### src/rtl/cavlc_level_enc.sv
// CAVLC level encoder: reads one signed level per codeword from an external
// buffer, maps it to levelCode, and emits a right-aligned {1, suffix}
// codeword with its total length (prefix zeros implied) under a
// valid/ready handshake. Tracks suffixLength across the block.
module cavlc_level_enc #(
    parameter int LEVEL_W = 12,
    parameter int ADDR_W  = 4
) (
    input  logic               clk,
    input  logic               rst_n,
    input  logic               start,
    input  logic [4:0]         total_coeff,
    input  logic [1:0]         trailing_ones,
    input  logic [4:0]         total_levels,
    output logic               rd_en,
    output logic [ADDR_W-1:0]  rd_addr,
    input  logic [LEVEL_W-1:0] level_in,
    output logic               code_valid,
    input  logic               code_ready,
    output logic [27:0]        code_bits,
    output logic [4:0]         code_len,
    output logic               done,
    output logic               busy,
    output logic               code_err
);

    localparam int MW = LEVEL_W + 1;

    typedef enum logic [2:0] {S_IDLE, S_RD, S_CAP, S_EMIT, S_DONE} state_t;

    state_t      state_q, state_d;
    logic [4:0]  tl_q, tl_d;
    logic [4:0]  idx_q, idx_d;
    logic        t1lt3_q, t1lt3_d;
    logic [2:0]  sl_q, sl_d;
    logic [27:0] bits_q, bits_d;
    logic [4:0]  len_q, len_d;
    logic        err_q, err_d;

    logic signed [MW-1:0] lvl_x;
    logic [MW-1:0]        mag;
    logic                 lvl_pos;
    logic [31:0]          lc;
    logic [31:0]          esc;
    logic [31:0]          thr;
    logic [27:0]          enc_bits;
    logic [4:0]           enc_len;
    logic                 enc_err;
    logic [2:0]           sl_upd;

    // Escape suffix is a fixed 12-bit field; larger values clamp to all-ones.
    function automatic logic [11:0] sat_escape(input logic [31:0] v);
        return (v > 32'd4095) ? 12'd4095 : v[11:0];
    endfunction

    // Map the sampled level to levelCode, then to codeword/length and next suffixLength.
    always_comb begin
        lvl_x   = {level_in[LEVEL_W-1], level_in};
        mag     = lvl_x[MW-1] ? $unsigned(-lvl_x) : $unsigned(lvl_x);
        lvl_pos = !lvl_x[MW-1] && (mag != '0);
        enc_err = 1'b0;
        lc      = lvl_pos ? ((32'(mag) << 1) - 32'd2) : ((32'(mag) << 1) - 32'd1);

        // First non-T1 level after fewer than three trailing ones cannot be +/-1,
        // so its code space is shifted down by two.
        if ((idx_q == 5'd0) && t1lt3_q) begin
            if (mag == MW'(1)) begin
                lc      = 32'd0;
                enc_err = 1'b1;
            end else begin
                lc = lc - 32'd2;
            end
        end

        esc      = 32'd0;
        thr      = 32'd15 << sl_q;
        enc_len  = 5'd0;
        enc_bits = 28'd0;
        if (sl_q == 3'd0) begin
            if (lc < 32'd14) begin
                enc_len  = 5'(lc + 32'd1);
                enc_bits = 28'd1;
            end else if (lc < 32'd30) begin
                enc_len  = 5'd19;
                enc_bits = 28'(32'd16 + (lc - 32'd14));
            end else begin
                esc      = lc - 32'd30;
                enc_len  = 5'd28;
                enc_bits = {16'd1, sat_escape(esc)};
                enc_err  = enc_err | (esc > 32'd4095);
            end
        end else if (lc < thr) begin
            enc_len  = 5'((lc >> sl_q) + 32'd1 + 32'(sl_q));
            enc_bits = 28'((32'd1 << sl_q) | (lc & ((32'd1 << sl_q) - 32'd1)));
        end else begin
            esc      = lc - thr;
            enc_len  = 5'd28;
            enc_bits = {16'd1, sat_escape(esc)};
            enc_err  = enc_err | (esc > 32'd4095);
        end

        // suffixLength adapts upward: first leave zero, then grow on large magnitudes.
        sl_upd = (sl_q == 3'd0) ? 3'd1 : sl_q;
        if ((32'(mag) > (32'd3 << (sl_upd - 3'd1))) && (sl_upd < 3'd6)) begin
            sl_upd = sl_upd + 3'd1;
        end
    end

    // State register; reset abandons any pending codeword.
    always_ff @(posedge clk or negedge rst_n) begin
        if (!rst_n) begin
            state_q <= S_IDLE;
        end else begin
            state_q <= state_d;
        end
    end

    // Next-state logic: one RD/CAP/EMIT round per level.
    always_comb begin
        state_d = state_q;
        case (state_q)
            S_IDLE: if (start) state_d = (total_levels == 5'd0) ? S_DONE : S_RD;
            S_RD:   state_d = S_CAP;
            S_CAP:  state_d = S_EMIT;
            S_EMIT: if (code_ready) state_d = (5'(idx_q + 5'd1) == tl_q) ? S_DONE : S_RD;
            S_DONE: state_d = S_IDLE;
            default: state_d = S_IDLE;
        endcase
    end

    // Moore outputs decoded from the current state.
    always_comb begin
        rd_en      = (state_q == S_RD);
        rd_addr    = rd_en ? ADDR_W'(idx_q) : '0;
        code_valid = (state_q == S_EMIT);
        done       = (state_q == S_DONE);
        busy       = (state_q != S_IDLE);
    end

    // Block context and codeword next-state values.
    always_comb begin
        tl_d    = tl_q;
        idx_d   = idx_q;
        t1lt3_d = t1lt3_q;
        sl_d    = sl_q;
        bits_d  = bits_q;
        len_d   = len_q;
        err_d   = err_q;
        case (state_q)
            S_IDLE: begin
                if (start) begin
                    tl_d    = total_levels;
                    idx_d   = 5'd0;
                    t1lt3_d = (trailing_ones != 2'd3);
                    sl_d    = ((total_coeff > 5'd10) && (trailing_ones != 2'd3)) ? 3'd1 : 3'd0;
                    err_d   = 1'b0;
                end
            end
            S_CAP: begin
                bits_d = enc_bits;
                len_d  = enc_len;
                sl_d   = sl_upd;
                err_d  = err_q | enc_err;
            end
            S_EMIT: begin
                if (code_ready) idx_d = idx_q + 5'd1;
            end
            default: ;
        endcase
    end

    // Datapath registers, all cleared by reset so no stale codeword survives.
    always_ff @(posedge clk or negedge rst_n) begin
        if (!rst_n) begin
            tl_q    <= 5'd0;
            idx_q   <= 5'd0;
            t1lt3_q <= 1'b0;
            sl_q    <= 3'd0;
            bits_q  <= 28'd0;
            len_q   <= 5'd0;
            err_q   <= 1'b0;
        end else begin
            tl_q    <= tl_d;
            idx_q   <= idx_d;
            t1lt3_q <= t1lt3_d;
            sl_q    <= sl_d;
            bits_q  <= bits_d;
            len_q   <= len_d;
            err_q   <= err_d;
        end
    end

    assign code_bits = bits_q;
    assign code_len  = len_q;
    assign code_err  = err_q;

endmodule

### config.mk
export PLATFORM = sky130hd
export DESIGN_NAME = cavlc_level_enc
export DESIGN_NICKNAME = d
export VERILOG_FILES = /design/src/rtl/cavlc_level_enc.sv
export SDC_FILE = /design/constraint.sdc
export NUM_CORES = 1
export LEC_CHECK = 0
export BUFFER_PORTS_ARGS = -buffer_cell sky130_fd_sc_hd__buf_2
export CAP_MARGIN = 15
export CORE_MARGIN = 3
export CORE_UTILIZATION = 60
export DETAILED_ROUTE_END_ITERATION = 8
export PLACE_DENSITY_LB_ADDON = 0.25
export SKIP_CTS_REPAIR_TIMING = 1
export SYNTH_ARGS = -nofsm -noshare
export SYNTH_HDL_FRONTEND = slang
export SYNTH_SLANG_ARGS = --single-unit
### constraint.sdc
create_clock -name clk -period 7.8 [get_ports clk]
set_input_delay 1.17 -clock clk [delete_from_list [all_inputs] [get_ports clk]]
set_output_delay 1.17 -clock clk [all_outputs]
set_load 0.02 [all_outputs]
# Yosys cells after proc, flatten, opt, wreduce, memory -nomap -nowiden
# Index checks and enable logic that the tools add are counted.
dict set report classes {
  addsub 15
  n_mul 0
  div 0
  magnitude_cmp 8
  n_eq_ne 9
  shift 4
  muxes 36
  bitwise 5
  n_reduce_logical 17
}
# operator count
set ops {}
lappend ops {{28-bit 2-to-1 mux} 4}
lappend ops {{32-bit 2-to-1 mux} 3}
lappend ops {{32-bit by 12-bit > comparator with 1-bit output (second input constant)} 2}
lappend ops {{13-bit by 32-bit > comparator with 1-bit output} 1}
lappend ops {{32-bit < comparator} 1}
lappend ops {{32-bit by 4-bit < comparator with 1-bit output (second input constant)} 1}
lappend ops {{32-bit by 5-bit < comparator with 1-bit output (second input constant)} 1}
lappend ops {{2-bit by 3-bit << shifter with 32-bit output (first input constant)} 1}
lappend ops {{4-bit by 3-bit << shifter with 32-bit output (first input constant)} 1}
lappend ops {{32-bit by 3-bit >> shifter with 5-bit output} 1}
lappend ops {{32-bit by 2-bit subtractor with 32-bit output (second input constant)} 1}
lappend ops {{32-bit subtractor} 1}
lappend ops {{32-bit by 5-bit subtractor with 32-bit output (second input constant)} 1}
lappend ops {{5-bit by 28-bit adder with 28-bit output (first input constant)} 1}
lappend ops {{28-bit AND} 1}
lappend ops {{28-bit OR} 1}
lappend ops {{1-bit by 3-bit << shifter with 28-bit output (first input constant)} 1}
lappend ops {{28-bit by 1-bit subtractor with 28-bit output (second input constant)} 1}
lappend ops {{28-bit by 4-bit subtractor with 28-bit output (second input constant)} 1}
lappend ops {{5-bit 2-to-1 mux} 5}
lappend ops {{12-bit 2-to-1 mux} 2}
lappend ops {{3-bit 2-to-1 mux} 7}
lappend ops {{5-bit by 1-bit adder with 5-bit output (second input constant)} 3}
lappend ops {{14-bit by 1-bit subtractor with 15-bit output (second input constant)} 1}
lappend ops {{31 further kinds} 51}
dict set report totals {
  ff_bits 51
  latchBits 0
  mem_bits_rw 0
  mem_bits_ro 0
  in_bits 28
  out_inout_bits 42
  word_cells 102
  mem_count 0
}

# Longest topological paths before layout
dict set report depth {
  ltp_word 16
  ltp_mapped 27
}

# Worst setup path before layout
# Ideal clock, no wire load.
dict set report synth_timing {
  path_kind {input-to-reg}
  startpoint {input level_in[0]}
  endpoint {register bits_q[3] (netlist: code_bits[3])}
  setup_ns 0.141
  arrival_time_ns 6.300
  required_ns 7.659
  slack_ns 1.359
  cell_stages 26
  cell_sequence {clkbuf_1 inv_1 ha_1 buf_2 or4b_4 and4b_1 a211oi_1 nor4_4 and4_1 clkbuf_1 nor2_1 inv_1 ha_1 fa_1 nand2b_1 a21boi_0 o21ai_0 nand2b_1 a211o_1 a31o_2 a21oi_1 nand3_1 xor2_1 nand2_1 a22oi_2 a31oi_1}
}
dict set report synth_between {
  elab_chain_len 14
  elab_cells_between_ends 28
  classes_between {add/sub: 8; order compare: 5; eq/ne: 1; mux: 10; bitwise: 2; reduce/logical: 2}
}
# item line_no
set synth_rtl {}
lappend synth_rtl {{start: declaration} 17} ;# input logic [LEVEL_W-1:0] level_in,
lappend synth_rtl {{12-bit negation with 13-bit output} 59} ;# mag = lvl_x[MW-1] ? $unsigned(-lvl_x) : $unsigned(lvl_x);
lappend synth_rtl {{13-bit 2-to-1 mux (*)} 59}
lappend synth_rtl {{parallel branches: the longest is 5 deep, another holds 32-bit by 2-bit subtractor with 32-bit output} --}
lappend synth_rtl {{32-bit 2-to-1 mux (*)} 66} ;# if ((idx_q == 5'd0) && t1lt3_q) begin
lappend synth_rtl {{32-bit by 5-bit subtractor with 32-bit output} 87} ;# esc = lc - 32'd30;
lappend synth_rtl {{32-bit by 12-bit > comparator with 1-bit output} 53} ;# return (v > 32'd4095) ? 12'd4095 : v[11:0];
lappend synth_rtl {{12-bit 2-to-1 mux} 53}
lappend synth_rtl {{28-bit 2-to-1 mux} 83} ;# end else if (lc < 32'd30) begin
lappend synth_rtl {{28-bit 2-to-1 mux} 80} ;# if (lc < 32'd14) begin
lappend synth_rtl {{28-bit 2-to-1 mux (*)} 79} ;# if (sl_q == 3'd0) begin
lappend synth_rtl {{end signal: assignment} 187} ;# bits_q <= bits_d;
lappend synth_rtl {{end: declaration} 36} ;# logic [27:0] bits_q, bits_d;
# Every way passes the cells marked *.
# A chain may end at the register's enable or synchronous reset.

# Final worst setup path
# Same ends and word-level chain as after synthesis.

==> impl_metrics.env <==
export IMPL_htree_levels=2
export IMPL_clock_path_buffers=2
export IMPL_crit_path_max_incr_delay_ns=0.55
export IMPL_synth_area_per_cell_sq_um=8.161
export IMPL_hold_path_startpoint="code_bits[16]$_DFFE_PN0P_"
export IMPL_rsz0062_at_grt="false"
export IMPL_synth_distinct_cells=88
export IMPL_core_sq_mm=0.009284
export IMPL_crit_fanout=16
export IMPL_ys_flop_type="dfrtp_1"
export IMPL_slew_headroom=0.3273
export IMPL_drv_slew=0
export IMPL_r2r_start="sl_q[2]$_DFFE_PN0P_"
export IMPL_min_path_type="flop to flop"
export IMPL_netlist_top_cells_count="66 x nand2_1, 51 x dfrtp_1, 48 x nor2_1, 48 x o21ai_0, 41 x ha_1"
export IMPL_synthArstFlopShare=1.000
export IMPL_portBuffers=69
export IMPL_period_minus_slack_ns=6.658
export IMPL_critPathLaunch="level_in[0]"
export IMPL_crit_buf_inv=3
export IMPL_required_ns=7.99
export IMPL_fin_cells=884
export IMPL_syn_num_nets=775
export IMPL_syn_inst=704
export IMPL_die_area_sq_mm=0.01079
export IMPL_cp_end_kind="flop"
export IMPL_antenna_found_initial=0
export IMPL_ir_worst_vdd_v=0.0001696
export IMPL_antenna_cells=0
export IMPL_critPathKind="primary input to flop"
export IMPL_synth_top_area_share=0.2221
export IMPL_worstMarginPinSlew_ns=1.009
export IMPL_cap_violations=0
export IMPL_routedWlPerCell_um=18.51
export IMPL_dpl_hpwl_mm=12.88
export IMPL_ios=70
export IMPL_gr_total_overflow=0
export IMPL_status="completed"
export IMPL_power_leakage_nw=2.788
export IMPL_grt_pass1_vias=5434
export IMPL_ant_nets=0
export IMPL_synthTopCellsByArea="dfrtp_1 22%, ha_1 8.9%, nand2_1 4.3%"
export IMPL_crit_path_top_delay_cell="or4b_4"
export IMPL_yosysWarnings=0
export IMPL_drive_gt1_frac=0.1709
export IMPL_multiInputGateArea_sq_mm=0.004178
export IMPL_area_growth_pct=9.168
export IMPL_synth_seq_area_share=0.2221
export IMPL_setup_viol=0
export IMPL_initial_core_util=0.6189
export IMPL_grt_pass1_wl_mm=27.56
export IMPL_vias=5586
export IMPL_fin_setup_tns_ns=0
export IMPL_fill_cells=821
export IMPL_gp_congestion=0.9412
export IMPL_crit_chain="buf_2 -> inv_1 -> ha_1 -> or4b_4 -> o21ai_4 -> xnor2_4 -> nor4_4 -> and3_1 -> nor2_1 -> a21oi_1 -> buf_4 -> fa_1 -> nand2b_1 -> a21boi_0 -> o21ai_0 -> nand2b_1 -> a211o_1 -> a31o_2 -> a21oi_1 -> nand3_1 -> xor2_1 -> nand2_1 -> a22oi_2 -> a31oi_1"
export IMPL_nNetsFinal=825
export IMPL_dieHeight_um=103.9
export IMPL_register_area_sq_mm=0.001276
export IMPL_drt_iter0_drc=302
export IMPL_clock_latency_ns=0.32
export IMPL_cp_data_arrival_time_ns=6.85
export IMPL_fp_row_count=35
export IMPL_power_density_mw_per_mm2=357.7
export IMPL_synth_most_common_cell="nand2_1"
export IMPL_cts_sinks=51
export IMPL_clkTransAtPathRegs_ns=0.11
export IMPL_yosysTopAreaCell="dfrtp_1"
export IMPL_avgViaCountPerCell=6.319
export IMPL_grt_max_degree=38
export IMPL_yosys_register_bits=51
export IMPL_numCtsBuffers=5
export IMPL_cts_root_buf="clkbuf_8"
export IMPL_hold_viol=0
export IMPL_synth_edf_count=0
export IMPL_firstDrtPassIters=5
export IMPL_skew_ns=0.01044
export IMPL_cpLargestDelayFamily="simple AND/OR/NAND/NOR gates"
export IMPL_track_usage=0.3066
export IMPL_cp_start_kind="primary input"
export IMPL_fmax_ghz=0.1502
export IMPL_period_share=0.8535
export IMPL_drcViolationCount=0
export IMPL_finalWirelength_mm=16.36
export IMPL_netlist_area_sq_mm=0.005746
export IMPL_cts_tree="done"
export IMPL_place_inst=876
export IMPL_die_width_um=103.9
final timing paths:
check	to	slack (ns)	depth (start not counted)
max	code_bits[3]$_DFFE_PN0P_	1.14	24
min	code_bits[16]$_DFFE_PN0P_	0.49	1
max reg2reg	code_bits[3]$_DFFE_PN0P_	2.35	17
min reg2reg	code_bits[16]$_DFFE_PN0P_	0.49	1
max in group asynchronous	idx_q[1]$_DFFE_PN0P_	6.20	2
min in group asynchronous	sl_q[1]$_DFFE_PN0P_	0.81	1
state kept, by name (all words and copies together), names as in the netlist:
name / cells
tl_q: 5
code_len: 5
t1lt3_q: 1
state_q: 3
code_bits: 28
code_err: 1
sl_q: 3
idx_q: 5
cell families after synthesis:
| group | after synthesis | share of synthesized area |
|---|---|---|
| and+or+nand+nor | 264 | 0.2432 |
| xor gates and xnor gates | 54 | 0.09059 |
| DFF | 51 | 0.2221 |
| AOI/OAI and AO/OA | 197 | 0.2433 |
| muxes | 23 | 0.05292 |
| adders and majority gates | 43 | 0.09625 |
| buffers and inverters | 72 | 0.05161 |
cells in the final DEF (no fill, tap or decap), types with 5 or more instances in the layout:
master	count
buf_2	69
and2_1	25
buf_4	11
nand3_1	26
o31ai_1	8
o211ai_1	6
a22o_1	5
xor2_1	25
clkbuf_8	5
nor3_1	17
nor4_1	10
nand2_1	66
nor2_1	48
nand2b_1	15
ha_1	41
o21ai_0	48
nor3b_1	5
xnor2_1	25
a21o_1	7
mux4_2	5
a21oi_1	36
dfrtp_1	51
o21a_1	10
and3_1	8
inv_1	34
a31oi_1	9
mux2i_1	11
o2111ai_1	5
mux2_2	6
nand4_1	10
layout make-up:
class | instances | share of cell area
Tap cell | 129 | 0.02573
Clock buffer | 5 | 0.01097
Multi-Input combinational cell | 581 | 0.6661
Sequential cell | 51 | 0.2035
Inverter | 35 | 0.02095
Timing Repair Buffer | 80 | 0.06822
Clock inverter | 3 | 0.004588
layer usage:
metal / vias up / GRT usage / part of all wire
met2: 227 / 0.5218 / 0.49
met1: 2645 / 0.4051 / 0.41
met3: 34 / 0.03352 / 0.062
met4: 0 / 0.1092 / 0.035
met5: - / 0 / 0
li1: 2680 / - / -
through the flow:
stage / hold WS (ns) / instance area [sq um] / power (mW) / setup WS [ns] / utilization
after global routing: 0.5078 / 6272 / 2.436 / 0.6445 / 0.6756
after detailed placement: 0.4653 / 6175 / 2.053 / 0.9410 / 0.6651
final: 0.4884 / 6272 / 2.244 / 1.142 / 0.6756
after CTS: 0.4947 / 6272 / 2.230 / 1.257 / 0.6756
after floorplan: 0.4641 / 5746 / 1.626 / 1.359 / -
after global placement: 0.4555 / 6175 / 2.015 / 1.123 / 0.6651
power breakdown:
group	internal, mW	leakage, nW	switching [mW]
registers	0.352	0.638	0.117
clock network	0.0668	0.0502	0.102
logic	0.640	2.10	0.965
total	1.06	2.79	1.18
Power figures use the tool's default switching activity.
